### config.mk
export PLATFORM = sky130hd
export DESIGN_NAME = turn_pattern_gen_flat
export DESIGN_NICKNAME = d
export VERILOG_FILES = /design/src/rtl/tail_light_pkg.sv /design/src/rtl/turn_pattern_gen_if.sv /design/src/rtl/step_prescaler.sv /design/src/rtl/turn_pattern_gen_sweep.sv /design/src/rtl/turn_pattern_gen.sv /design/src/flat_wrapper.sv
export SDC_FILE = /design/constraint.sdc
export NUM_CORES = 1
export LEC_CHECK = 0
export ABC_AREA = 1
export CORE_UTILIZATION = 57
export CTS_BUF_LIST = sky130_fd_sc_hd__clkbuf_2
export CTS_CLUSTER_SIZE = 12
export DETAILED_ROUTE_END_ITERATION = 12
export PLACE_DENSITY = 0.78
export SYNTH_ARGS = -nofsm -noshare
export SYNTH_HDL_FRONTEND = slang
export SYNTH_HIERARCHICAL = 1
export SYNTH_SLANG_ARGS = --single-unit
### constraint.sdc
create_clock -name clk -period 3 [get_ports clk]
set_input_delay 0.45 -clock clk [delete_from_list [all_inputs] [get_ports clk]]
set_output_delay 0.45 -clock clk [all_outputs]
set_load 0.05 [all_outputs]
### src/rtl/tail_light_pkg.sv
// Shared constants and types for the tail-light pattern sequencer.
// Latency: n/a (declarations only).
// Backpressure: n/a (declarations only).
package tail_light_pkg;

  // Sweep words, bit0 = innermost lamp
  localparam logic [2:0] SWEEP_OFF = 3'b000;
  localparam logic [2:0] SWEEP_S1  = 3'b001;
  localparam logic [2:0] SWEEP_S2  = 3'b011;
  localparam logic [2:0] SWEEP_S3  = 3'b111;

  // Hazard flash words, alternate on each step
  localparam logic [5:0] HAZ_A = 6'b010101;
  localparam logic [5:0] HAZ_B = 6'b101010;

  typedef enum logic [1:0] {
    ST_OFF = 2'd0,
    ST_S1  = 2'd1,
    ST_S2  = 2'd2,
    ST_S3  = 2'd3
  } sweep_state_t;

  // Next sweep state; OFF wraps back to S1 so the cycle is 4 steps long
  function automatic sweep_state_t sweep_next(input sweep_state_t st);
    case (st)
      ST_OFF:  sweep_next = ST_S1;
      ST_S1:   sweep_next = ST_S2;
      ST_S2:   sweep_next = ST_S3;
      default: sweep_next = ST_OFF;
    endcase
  endfunction

  // Lamp word driven in each sweep state
  function automatic logic [2:0] sweep_word(input sweep_state_t st);
    case (st)
      ST_OFF:  sweep_word = SWEEP_OFF;
      ST_S1:   sweep_word = SWEEP_S1;
      ST_S2:   sweep_word = SWEEP_S2;
      default: sweep_word = SWEEP_S3;
    endcase
  endfunction

endpackage

### src/rtl/turn_pattern_gen_if.sv
// Channel enables in, pattern words and step pulse out.
// Latency: n/a (wiring only).
// Backpressure: none; pattern words are level outputs sampled by the FSM.
interface turn_pattern_gen_if;
  logic       L;
  logic       H;
  logic       R;
  logic [2:0] left_out;
  logic [2:0] right_out;
  logic [5:0] haz_out;
  logic       step;

  // Main FSM side: drives enables, consumes patterns
  modport master (
    output L, H, R,
    input  left_out, right_out, haz_out, step
  );

  // Pattern generator side
  modport slave (
    input  L, H, R,
    output left_out, right_out, haz_out, step
  );
endinterface

### src/rtl/step_prescaler.sv
// Divides clk down to a step strobe every TICK_DIV cycles while run is high.
// Latency: step is a decode of the registered count, high in the last count cycle.
// Backpressure: none; count clears to 0 whenever run drops.
module step_prescaler #(
  parameter int TICK_DIV = 25_000_000
) (
  input  logic clk,
  input  logic rst_n,
  input  logic run,
  output logic step
);

  localparam int CNT_W = $clog2(TICK_DIV) + 1;
  localparam logic [CNT_W-1:0] LAST = CNT_W'(TICK_DIV - 1);

  logic [CNT_W-1:0] count;

  // Count 0..TICK_DIV-1 while running, hold at 0 otherwise
  always_ff @(posedge clk or negedge rst_n) begin
    if (!rst_n) begin
      count <= '0;
    end else if (!run || count == LAST) begin
      count <= '0;
    end else begin
      count <= count + CNT_W'(1);
    end
  end

  // Users advance on the edge that wraps the count
  assign step = run && (count == LAST);

endmodule

### src/rtl/turn_pattern_gen_sweep.sv
// One 3-bit outward sweep (OFF->S1->S2->S3->OFF...) for a single turn side.
// Latency: 1 clock from enable rise to S1; later advances on adv.
// Backpressure: none; force_off or enable low clears the word next clock.
module turn_pattern_gen_sweep
  import tail_light_pkg::*;
(
  input  logic       clk,
  input  logic       rst_n,
  input  logic       en,
  input  logic       force_off,
  input  logic       adv,
  output logic [2:0] word
);

  sweep_state_t state;
  logic         live_q;   // side was enabled (and not overridden) last cycle

  // Sweep FSM with registered lamp word; a fresh enable always reloads S1
  always_ff @(posedge clk or negedge rst_n) begin
    if (!rst_n) begin
      state  <= ST_OFF;
      live_q <= 1'b0;
      word   <= SWEEP_OFF;
    end else if (!en || force_off) begin
      state  <= ST_OFF;
      live_q <= 1'b0;
      word   <= SWEEP_OFF;
    end else if (!live_q) begin
      state  <= ST_S1;
      live_q <= 1'b1;
      word   <= SWEEP_S1;
    end else if (adv) begin
      state  <= sweep_next(state);
      word   <= sweep_word(sweep_next(state));
    end
  end

endmodule

### src/rtl/turn_pattern_gen.sv
// Generates left/right sweep words and hazard flash word for the tail-light FSM.
// Latency: 1 clock from enable edge to first pattern; advances every TICK_DIV clocks.
// Backpressure: none; outputs are free-running level words plus a step pulse.
module turn_pattern_gen
  import tail_light_pkg::*;
#(
  parameter int TICK_DIV = 25_000_000
) (
  input  logic                 clk,
  input  logic                 rst_n,
  turn_pattern_gen_if.slave    bus
);

  logic any_act;
  logic any_q;
  logic haz_live_q;
  logic pre_step;

  assign any_act = bus.L | bus.H | bus.R;

  // Remember whether anything was active, so the prescaler restarts from 0
  // on the clock that loads the first pattern rather than one clock early
  always_ff @(posedge clk or negedge rst_n) begin
    if (!rst_n) begin
      any_q <= 1'b0;
    end else begin
      any_q <= any_act;
    end
  end

  // Gating with any_act clears the count the same cycle everything drops
  step_prescaler #(.TICK_DIV(TICK_DIV)) u_prescaler (
    .clk   (clk),
    .rst_n (rst_n),
    .run   (any_q & any_act),
    .step  (pre_step)
  );

  // Step output is registered so it lines up with the advanced pattern words
  always_ff @(posedge clk or negedge rst_n) begin
    if (!rst_n) begin
      bus.step <= 1'b0;
    end else begin
      bus.step <= pre_step;
    end
  end

  // Hazard toggle: load HA on a fresh H, flip on each step, clear when H drops
  always_ff @(posedge clk or negedge rst_n) begin
    if (!rst_n) begin
      haz_live_q  <= 1'b0;
      bus.haz_out <= '0;
    end else if (!bus.H) begin
      haz_live_q  <= 1'b0;
      bus.haz_out <= '0;
    end else if (!haz_live_q) begin
      haz_live_q  <= 1'b1;
      bus.haz_out <= HAZ_A;
    end else if (pre_step) begin
      bus.haz_out <= (bus.haz_out == HAZ_A) ? HAZ_B : HAZ_A;
    end
  end

  // Hazard overrides both sweeps; on H release each side reloads S1
  turn_pattern_gen_sweep u_left (
    .clk       (clk),
    .rst_n     (rst_n),
    .en        (bus.L),
    .force_off (bus.H),
    .adv       (pre_step),
    .word      (bus.left_out)
  );

  turn_pattern_gen_sweep u_right (
    .clk       (clk),
    .rst_n     (rst_n),
    .en        (bus.R),
    .force_off (bus.H),
    .adv       (pre_step),
    .word      (bus.right_out)
  );

endmodule

### src/flat_wrapper.sv
// flat-port wrapper written by rule: the top's interface ports become plain ports
module turn_pattern_gen_flat import tail_light_pkg::*;
#(
  parameter int TICK_DIV = 25_000_000
)
  (clk, rst_n, bus_L, bus_H, bus_R, bus_left_out, bus_right_out, bus_haz_out, bus_step);
  turn_pattern_gen_if bus_i ();
  input  logic clk;
  input  logic rst_n;
  input wire logic [$bits(bus_i.L)-1:0] bus_L;
  input wire logic [$bits(bus_i.H)-1:0] bus_H;
  input wire logic [$bits(bus_i.R)-1:0] bus_R;
  output wire logic [$bits(bus_i.left_out)-1:0] bus_left_out;
  output wire logic [$bits(bus_i.right_out)-1:0] bus_right_out;
  output wire logic [$bits(bus_i.haz_out)-1:0] bus_haz_out;
  output wire logic [$bits(bus_i.step)-1:0] bus_step;
  assign bus_i.L = bus_L;
  assign bus_i.H = bus_H;
  assign bus_i.R = bus_R;
  assign bus_left_out = bus_i.left_out;
  assign bus_right_out = bus_i.right_out;
  assign bus_haz_out = bus_i.haz_out;
  assign bus_step = bus_i.step;
  turn_pattern_gen #(.TICK_DIV(TICK_DIV)) u_core (.clk(clk), .rst_n(rst_n), .bus(bus_i));
endmodule
==> impl_metrics.env, run 1 <==
export IMPL_post_cts_buffers=0
export IMPL_clkTransAtPathRegs_ns=0.22
export IMPL_detail_route_first_pass_iterations=4
export IMPL_synthTopCellsByCount="nand2_1, nor2_1, dfrtp_1"
export IMPL_synth_net_count=336
export IMPL_cts_resized_gates=0
export IMPL_area_growth_pct=8.878
export IMPL_p_leak_nw=1.210
export IMPL_fmax_mhz=448.2
export IMPL_nNetsFinal=354
export IMPL_cp_slowest_cell="nor2_1"
export IMPL_viasPerCell=5.115
export IMPL_synth_compound_area_frac=0.01327
export IMPL_cp_start_kind="register"
export IMPL_synth_area_leaders="dfrtp_1, nand2_1, nor2_1"
export IMPL_cts_made_buffers=5
export IMPL_first_iter_violations=107
export IMPL_period_needed_ns=2.231
export IMPL_netlist_area_um2=2452
export IMPL_grt_usage=0.2422
export IMPL_tns_ns=0
export IMPL_holdWs_ns=0.1635
export IMPL_cts_htree_levels=2
export IMPL_pre_cts_ws_ns=0.3395
export IMPL_ioPinCount=18
export IMPL_drive_above_1_share=0.06765
export IMPL_period_share=0.7437
export IMPL_hp_class="input port to async pin"
export IMPL_crit_type="register to register"
export IMPL_path_cells="ha_1, inv_1, nor2_4, nand2_2, nor2_2, nand3_2, nor2_1, inv_1, nand2_1, nand2_1, o21ai_1"
export IMPL_antenna_found_initial=0
export IMPL_rows=23
export IMPL_final_setup_skew_ns=0.01012
export IMPL_synth_top_family_by_area="simple AND/OR/NAND/NOR gates"
export IMPL_status="complete, no violations"
export IMPL_fin_util=0.6580
export IMPL_die_width_um=67.59
export IMPL_syn_instance_count=321
export IMPL_clk_path_buf_depth=2
export IMPL_cp_end_kind="register"
export IMPL_yosys_warnings=6
export IMPL_cp_data_arrival_time_ns=2.57
export IMPL_irDropWorstVdd_mv=0.2720
export IMPL_final_hold_viol_count=0
export IMPL_num_vias=1995
export IMPL_cts_num_sinks=43
export IMPL_final_cell_count_no_fill=390
export IMPL_synth_edf_count=0
export IMPL_initial_core_util=0.6044
export IMPL_clkLatencyLatePin_ns=0.40
export IMPL_die_area_um2=4568
export IMPL_synth_simple_gate_area_frac=0.3714
export IMPL_yosysTopAreaCell="dfrtp_1"
export IMPL_port_buffers=17
export IMPL_grt_pass1_vias=1866
export IMPL_worst_slew_pin_slew_ns=0.9500
export IMPL_chipHeight_um=67.59
export IMPL_synth_flop_cell="dfrtp_1"
export IMPL_async_reset_ff_frac=1.000
export IMPL_slew_headroom=0.3667
export IMPL_max_cap_viol_count=0
export IMPL_slew_violations=0
export IMPL_postCtsHoldBufs=0
export IMPL_synth_xor_area_share=0.05357
export IMPL_routed_wl_um=4829
export IMPL_n_antenna_cell=0
export IMPL_synth_cell_type_count=22
export IMPL_design_core_area_um2=4058
export IMPL_seq_area_frac_synth=0.4388
export IMPL_grt_start_max_net_pins=44
export IMPL_slowest_delay_ns=0.50
export IMPL_worst_slack_ns=0.7688
export IMPL_synthMuxAreaShare=0
export IMPL_setup_violations=0
export IMPL_synthAdderAreaFrac=0.05102
export IMPL_critPathMaxFanout=6
export IMPL_crit_required_ns=3.34
export IMPL_wl_per_cell_um=12.38
export IMPL_overflow=0
export IMPL_place_hpwl_um=3513
export IMPL_drc=0
export IMPL_power_density_nw_per_um2=386.1
export IMPL_place_congestion=0.8995
export IMPL_grt_pass1_wl_um=8086
export IMPL_rsz0062_at_grt="false"
export IMPL_ant_nets=0
export IMPL_syn_avg_cell_area_um2=7.640
export IMPL_synth_most_common_cell="nand2_1"
export IMPL_ys_ff_latch=43
export IMPL_root_buffer="clkbuf_2"
export IMPL_yosys_area_top_type_share=0.4388
export IMPL_cts_tree="done"
export IMPL_placed_cells=382
-- logic make-up (layout without fill, tap and decap cells) --
logic type	count (synthesis)	after routing
XOR/XNOR	15	15
adder cells (fa/ha/maj)	10	10
flip-flops	43	43
buffers and inverters	39	58
AO/OA/AOI/OAI	5	5
AND/OR/NAND/NOR	209	209
-- report_power, final --
group,total [mW],leakage [nW],switching [mW],internal [mW]
Sequential,0.643,0.582,0.0336,0.609
Clock,0.245,0.0290,0.185,0.0594
Combinational,0.143,0.599,0.0929,0.0505
-- routing by layer --
metal  share of wire  global-route usage
met2            0.50              0.4097
met5               0                   0
met4           0.012              0.1011
met3           0.033             0.04561
met1            0.46              0.2995
-- cell type report --
class,instances,area [um2]
clock buffer,6,30.03
fill,367,1388
timing repair buffer,17,165.2
multi-input combinational,239,1200
sequential,43,1076
inverter,33,123.9
clock inverter,2,12.51
tap,50,62.56
-- registers in the layout (all words and copies together), names as in the netlist --
name / cells
u_core/bus.haz_out: 2
u_core/u_left/live_q: 1
u_core/haz_live_q: 1
u_core/u_right/state: 2
u_core/any_q: 1
u_core/bus.step: 1
u_core/u_right/word: 3
u_core/u_left/state: 2
u_core/u_prescaler/count: 26
u_core/u_right/live_q: 1
u_core/u_left/word: 3
-- critical path: cells and delay by family (launching register included) --
family                     cells  cell delay [ns]
buffers and inverters          2             0.23
AOI/OAI and AO/OA              1             0.13
and+or+nand+nor                7             1.15
DFF                            1             0.47
adders and majority gates      1             0.19
-- path summary, 6_finish.rpt --
kind	startpoint	end	slack (ns)	depth (start not counted)
hold reg to reg	u_core/u_right/word[1]	u_core/u_right/word[1]	0.55	2
setup / recovery	u_core/u_prescaler/count[0]	u_core/bus.haz_out[3]	0.77	11
setup reg to reg	u_core/u_prescaler/count[0]	u_core/bus.haz_out[3]	0.77	11
hold / removal	rst_n	u_core/u_prescaler/count[3]	0.16	1
max in group asynchronous	rst_n	u_core/u_prescaler/count[25]	2.26	1
min in group clk	u_core/u_right/word[1]	u_core/u_right/word[1]	0.55	2
-- stage by stage --
step / area, um2 / power, mW
2_1_floorplan: 2452 / 0.7558
3_3_place_gp: 2628 / 0.7962
3_5_place_dp: 2628 / 0.7985
4_1_cts: 2670 / 1.044
5_1_grt: 2670 / 1.090
6_report: 2670 / 1.031
-- placed cells by master (no fill, tap or decap), types with 4 or more instances in the layout --
cell type	instances
clkbuf_2	6
clkdlybuf4s50_1	16
dfrtp_1	43
ha_1	10
inv_1	31
nand2_1	91
nand3_1	29
nand3b_1	4
nor2_1	70
nor2_4	5
xnor2_1	6
xor2_1	9
Note: power is estimated with default switching activity, not from simulation.
==> run 2: changes to the inputs <==
- clock period: 3 -> 2.1 ns (I/O delays scaled with it)
==> run 2 against run 1 <==
Compared with the run above:
- utilization rose by 2.1 points
- critical path type is now register to output port
- sequential share of layout area shrank 1.3 points
- largest cell class unchanged
- non-clock buffer count grew 6
==> impl_metrics.env, run 2 (synthesis gave the netlist of run 1 again) <==
export IMPL_status="complete, no violations"
export IMPL_grt_usage=0.2499
export IMPL_wl_per_cell_um=12.10
export IMPL_fmax_mhz=514.5
export IMPL_cp_start_kind="register"
export IMPL_clk_path_buf_depth=2
export IMPL_tns_ns=0
export IMPL_slew_violations=0
export IMPL_crit_required_ns=1.78
export IMPL_holdWs_ns=0.1907
export IMPL_cp_slowest_cell="clkdlybuf4s50_1"
export IMPL_r2r_start="u_core/u_prescaler/count[0]"
export IMPL_root_buffer="clkbuf_2"
export IMPL_period_share=0.9256
export IMPL_drive_above_1_share=0.08092
export IMPL_clkTransAtPathRegs_ns=0.20
export IMPL_slew_headroom=0.6586
export IMPL_final_cell_mix="nand2_1, nor2_1, dfrtp_1"
export IMPL_fill_cells=343
export IMPL_clkPwrFrac=0.290
export IMPL_path_cells="clkdlybuf4s50_1"
export IMPL_num_vias=1982
export IMPL_cts_htree_levels=2
export IMPL_chipHeight_um=67.59
export IMPL_rr_endpoint="u_core/u_left/word[1]"
export IMPL_fin_util=0.6793
export IMPL_p_int_mw=1.146
export IMPL_n_antenna_cell=0
export IMPL_overflow=0
export IMPL_swShare=0.2833
export IMPL_reg2reg_depth=11
export IMPL_max_cap_viol_count=0
export IMPL_largest_register_ffs=26
export IMPL_grt_pass1_wl_um=8404
export IMPL_die_area_um2=4568
export IMPL_cp_data_arrival_time_ns=1.63
export IMPL_clkLatencyLatePin_ns=0.41
export IMPL_port_buffers=17
export IMPL_cts_num_sinks=43
export IMPL_dpl_instance_area_um2=2665
export IMPL_rows=23
export IMPL_regArea_um2=1076
export IMPL_critPathMaxFanout=2
export IMPL_cts_made_buffers=5
export IMPL_nNetsFinal=360
export IMPL_cp_top_family="buffers and inverters"
export IMPL_cts_tree="done"
export IMPL_antenna_found_initial=0
export IMPL_cp_num_buf_inv=1
export IMPL_top_register="u_core/u_prescaler/count"
export IMPL_design_area_um2=2756
export IMPL_hp_class="input port to async pin"
export IMPL_place_congestion=0.9387
export IMPL_design_core_area_um2=4058
export IMPL_power_switching_mw=0.4530
export IMPL_place_hpwl_um=3577
export IMPL_power_density_nw_per_um2=580.1
export IMPL_ant_nets=0
export IMPL_area_growth_pct=12.40
export IMPL_slowest_delay_ns=0.81
export IMPL_detail_route_first_pass_iterations=4
export IMPL_die_width_um=67.59
export IMPL_routed_wl_um=4792
export IMPL_first_iter_violations=149
export IMPL_initial_core_util=0.6044
export IMPL_drc=0
export IMPL_cp_end_kind="output port"
export IMPL_power_total_mw=1.599
export IMPL_viasPerCell=5.005
export IMPL_grt_pass1_vias=1939
export IMPL_seqPwrFrac=0.574
export IMPL_largestRegisters="u_core/u_prescaler/count (26), u_core/u_left/word (3), u_core/u_right/word (3)"
export IMPL_worst_slew_pin_slew_ns=0.5112
export IMPL_ioPinCount=18
export IMPL_r2r_slack_ns=0.22
export IMPL_final_setup_skew_ns=0.01035
export IMPL_multi_input_area_um2=1202
export IMPL_crit_type="register to output port"
export IMPL_setup_violations=0
export IMPL_critPathLaunch="u_core/u_right/word[1]"
export IMPL_irDropWorstVdd_mv=0.3207
export IMPL_period_needed_ns=1.944
export IMPL_final_hold_viol_count=0
export IMPL_grt_start_max_net_pins=27
export IMPL_p_leak_nw=1.344
export IMPL_combinationalPowerShare=0.137
export IMPL_layout_commonest_cell="nand2_1"
[run 2: changes by cell type in the layout (fill, tap and decap cells not counted)]
| cell | previous run | this run |
|---|---|---|
| clkdlybuf4s50_1 | 16 | 10 |
| buf_4 | 0 | 5 |
| dlymetal6s2s_1 | 0 | 6 |
| clkbuf_2 | 6 | 5 |
| dlygate4sd3_1 | 0 | 1 |
| nor2_2 | 2 | 3 |
| clkinvlp_4 | 1 | 0 |
| nor2_1 | 70 | 69 |
| bufinv_16 | 0 | 1 |
| clkinv_1 | 0 | 1 |
[run 2: metal layers]
layer,track usage,routed length (um),vias to the layer above
met1,0.3127,2275,905
met2,0.4158,2249,37
met4,0.1117,83,0
met5,0,0,-
li1,-,-,1032
met3,0.04561,184,8
[run 2: cell type report]
class	count	area share
repair buffers	23	0.08261
inverters	33	0.04494
well taps	50	0.02270
multi-input cells	239	0.4362
flip-flops and latches	43	0.3904
clock inverters	3	0.01407
clock buffers	5	0.009079
[run 2: worst max path at each step]
stage | to | slack (ns) | cells past startpoint
finish | bus_right_out[1] | 0.16 | 1
global route | u_core/bus.haz_out[3] | -0.0007 | 11
CTS | bus_haz_out[0] | 0.04 | 1
detailed placement | u_core/u_left/state[1] | 0.15 | 11
global placement | u_core/u_left/word[1] | 0.20 | 9
floorplan | u_core/bus.haz_out[3] | 0.26 | 11
[run 2: power groups by stage]
stage / logic [mW] / clock network (mW) / registers, mW
6_report: 0.218 / 0.464 / 0.917
5_1_grt: 0.246 / 0.510 / 0.926
4_1_cts: 0.224 / 0.476 / 0.918
3_5_place_dp: 0.221 / 0 / 0.934
3_3_place_gp: 0.213 / 0 / 0.932
2_1_floorplan: 0.139 / 0 / 0.941
[run 2: metrics by stage]
stage / setup slack [ns] / std cells
floorplan: 0.2627 / 321
global placement: 0.2010 / 387
detailed placement: 0.1484 / 387
CTS: 0.04195 / 396
global route: -0.0006513 / 396
finish: 0.1562 / 396
[run 2: timing repair]
| item | CTS | global route |
|---|---|---|
| hold endpoints to repair | 43 | 0 |
| gates resized for setup | 0 | 7 |
| buffers inserted | 0 | 0 |
| hold buffers | 1 | 0 |
| endpoints found under the setup margin | 0 | 18 |
==> run 3: changes to the inputs <==
- CORE_UTILIZATION: 57 -> 50
- CTS_CLUSTER_DIAMETER: not set -> 150
- PLACE_DENSITY: 0.78 -> 0.7
==> run 3 against run 2 <==
Compared with the run above:
- design area fell by 0.91%
- wire length shrank 1.6%
- first-iteration DRC count is 48% lower
- non-clock buffer count shrank 1
- via count decreased by 1.1%
- register-to-register slack better by 0.03 ns
- maximum frequency fell by 3.6%
- hold slack improved by 0.28 ns
- cell count rose by 4.0%
- clock skew increased by 0.011 ns
- die area rose by 14%
- setup slack got worse by 0.074 ns
- critical endpoint is now bus_haz_out[0]
- highest routed layer unchanged
==> impl_metrics.env, run 3 (synthesis gave the netlist of run 1 again) <==
export IMPL_final_setup_skew_ns=0.02151
export IMPL_wl_per_cell_um=11.44
export IMPL_grt_pass1_wl_um=8052
export IMPL_drive_above_1_share=0.07536
export IMPL_postCtsHoldBufs=1
export IMPL_first_iter_violations=77
export IMPL_chipHeight_um=72.04
export IMPL_setup_violations=0
export IMPL_rsz0062_at_grt="false"
export IMPL_top_register="u_core/u_prescaler/count"
export IMPL_initial_core_util=0.5192
export IMPL_cp_end_kind="output port"
export IMPL_viasPerCell=4.757
export IMPL_post_cts_buffers=0
export IMPL_cp_start_kind="register"
export IMPL_final_hold_viol_count=0
export IMPL_design_core_area_um2=4723
export IMPL_die_width_um=72.04
export IMPL_power_switching_mw=0.4450
export IMPL_ant_nets=0
export IMPL_cts_tree="done"
export IMPL_routed_wl_um=4714
export IMPL_seqPwrFrac=0.621
export IMPL_clkPwrFrac=0.236
export IMPL_fmax_mhz=495.7
export IMPL_slowest_delay_ns=0.83
export IMPL_num_vias=1960
export IMPL_worst_slew_pin_slew_ns=0.5370
export IMPL_critPathMaxFanout=5
export IMPL_p_leak_nw=1.235
export IMPL_combinationalPowerShare=0.143
export IMPL_grt_usage=0.2022
export IMPL_irDropWorstVdd_mv=0.2259
export IMPL_rows=25
export IMPL_drc=0
export IMPL_place_hpwl_um=3448
export IMPL_cp_num_buf_inv=1
export IMPL_place_congestion=0.8798
export IMPL_layout_commonest_cell="nand2_1"
export IMPL_cp_data_arrival_time_ns=1.70
export IMPL_p_int_mw=1.034
export IMPL_cp_slowest_cell="clkdlybuf4s50_1"
export IMPL_area_growth_pct=11.38
export IMPL_ioPinCount=18
export IMPL_largestRegisters="u_core/u_prescaler/count (26), u_core/u_left/word (3), u_core/u_right/word (3)"
export IMPL_final_cell_mix="nand2_1, nor2_1, dfrtp_1"
export IMPL_largest_register_ffs=26
export IMPL_clkTransAtPathRegs_ns=0.22
export IMPL_period_share=0.9606
export IMPL_overflow=0
export IMPL_hp_class="input port to async pin"
export IMPL_cp_top_family="buffers and inverters"
export IMPL_fin_util=0.5783
export IMPL_tns_ns=0
export IMPL_n_antenna_cell=0
export IMPL_die_area_um2=5189
export IMPL_cts_num_sinks=43
export IMPL_path_cells="clkdlybuf4s50_1"
export IMPL_cts_htree_levels=2
export IMPL_nNetsFinal=359
export IMPL_grt_start_max_net_pins=44
export IMPL_clk_path_buf_depth=2
export IMPL_slew_headroom=0.6420
export IMPL_swShare=0.3009
export IMPL_cts_made_buffers=5
export IMPL_detail_route_first_pass_iterations=6
export IMPL_power_density_nw_per_um2=541.4
export IMPL_grt_pass1_vias=1830
export IMPL_period_needed_ns=2.017
export IMPL_max_cap_viol_count=0
export IMPL_antenna_found_initial=0
export IMPL_root_buffer="clkbuf_2"
export IMPL_clkLatencyLatePin_ns=0.41
export IMPL_crit_type="register to output port"
export IMPL_slew_violations=0
export IMPL_cts_resized_gates=0
export IMPL_crit_required_ns=1.78
export IMPL_port_buffers=17
export IMPL_status="complete, no violations"
run 3: worst paths after layout:
kind	endpoint	slack [ns]	start	depth (start not counted)
worst max-delay path	bus_haz_out[0]	0.08	u_core/bus.haz_out[4]	1
worst min-delay path	u_core/u_prescaler/count[1]	0.47	rst_n	3
worst max register to register	u_core/u_left/word[1]	0.25	u_core/u_prescaler/count[0]	12
worst min register to register	u_core/u_right/word[0]	0.53	u_core/u_right/word[0]	2
max in group asynchronous	u_core/u_prescaler/count[2]	1.26	rst_n	3
min in group clk	u_core/any_q	0.48	bus_R	3
run 3: power groups by stage:
stage          registers, mW  logic (mW)  clock network, mW
3_3_place_gp           0.933       0.210                  0
6_report               0.918       0.211              0.349
3_5_place_dp           0.932       0.214                  0
2_1_floorplan          0.941       0.139                  0
4_1_cts                0.919       0.215              0.372
5_1_grt                0.925       0.245              0.391
run 3: through the flow:
step / hold slack, ns / setup WS, ns / total power, mW / area, um2 / std cells
3_5_place_dp: 0.4234 / 0.2953 / 1.146 / 2679 / 403
5_1_grt: 0.4817 / 0.007036 / 1.561 / 2731 / 412
6_report: 0.4733 / 0.08267 / 1.479 / 2731 / 412
2_1_floorplan: 0.01941 / 0.2627 / 1.080 / 2452 / 321
3_3_place_gp: 0.4198 / 0.3433 / 1.143 / 2679 / 403
4_1_cts: 0.4466 / 0.05399 / 1.505 / 2731 / 412
run 3: cell type report:
type / count / area [um2]
Tap cell: 67 / 83.83
Fill cell: 428 / 1992
Multi-Input combinational cell: 239 / 1200
Clock buffer: 6 / 30.03
Sequential cell: 43 / 1076
Clock inverter: 2 / 12.51
Timing Repair Buffer: 22 / 205.2
Inverter: 33 / 123.9
run 3: routing by layer:
metal	GRT usage	routed length, um	share of wire	vias to the layer above
met5	0	0	0	-
met4	0.06536	57	0.012	0
met3	0.04167	197	0.042	7
met2	0.3187	2119	0.45	38
met1	0.2808	2340	0.50	883
li1	-	-	-	1032
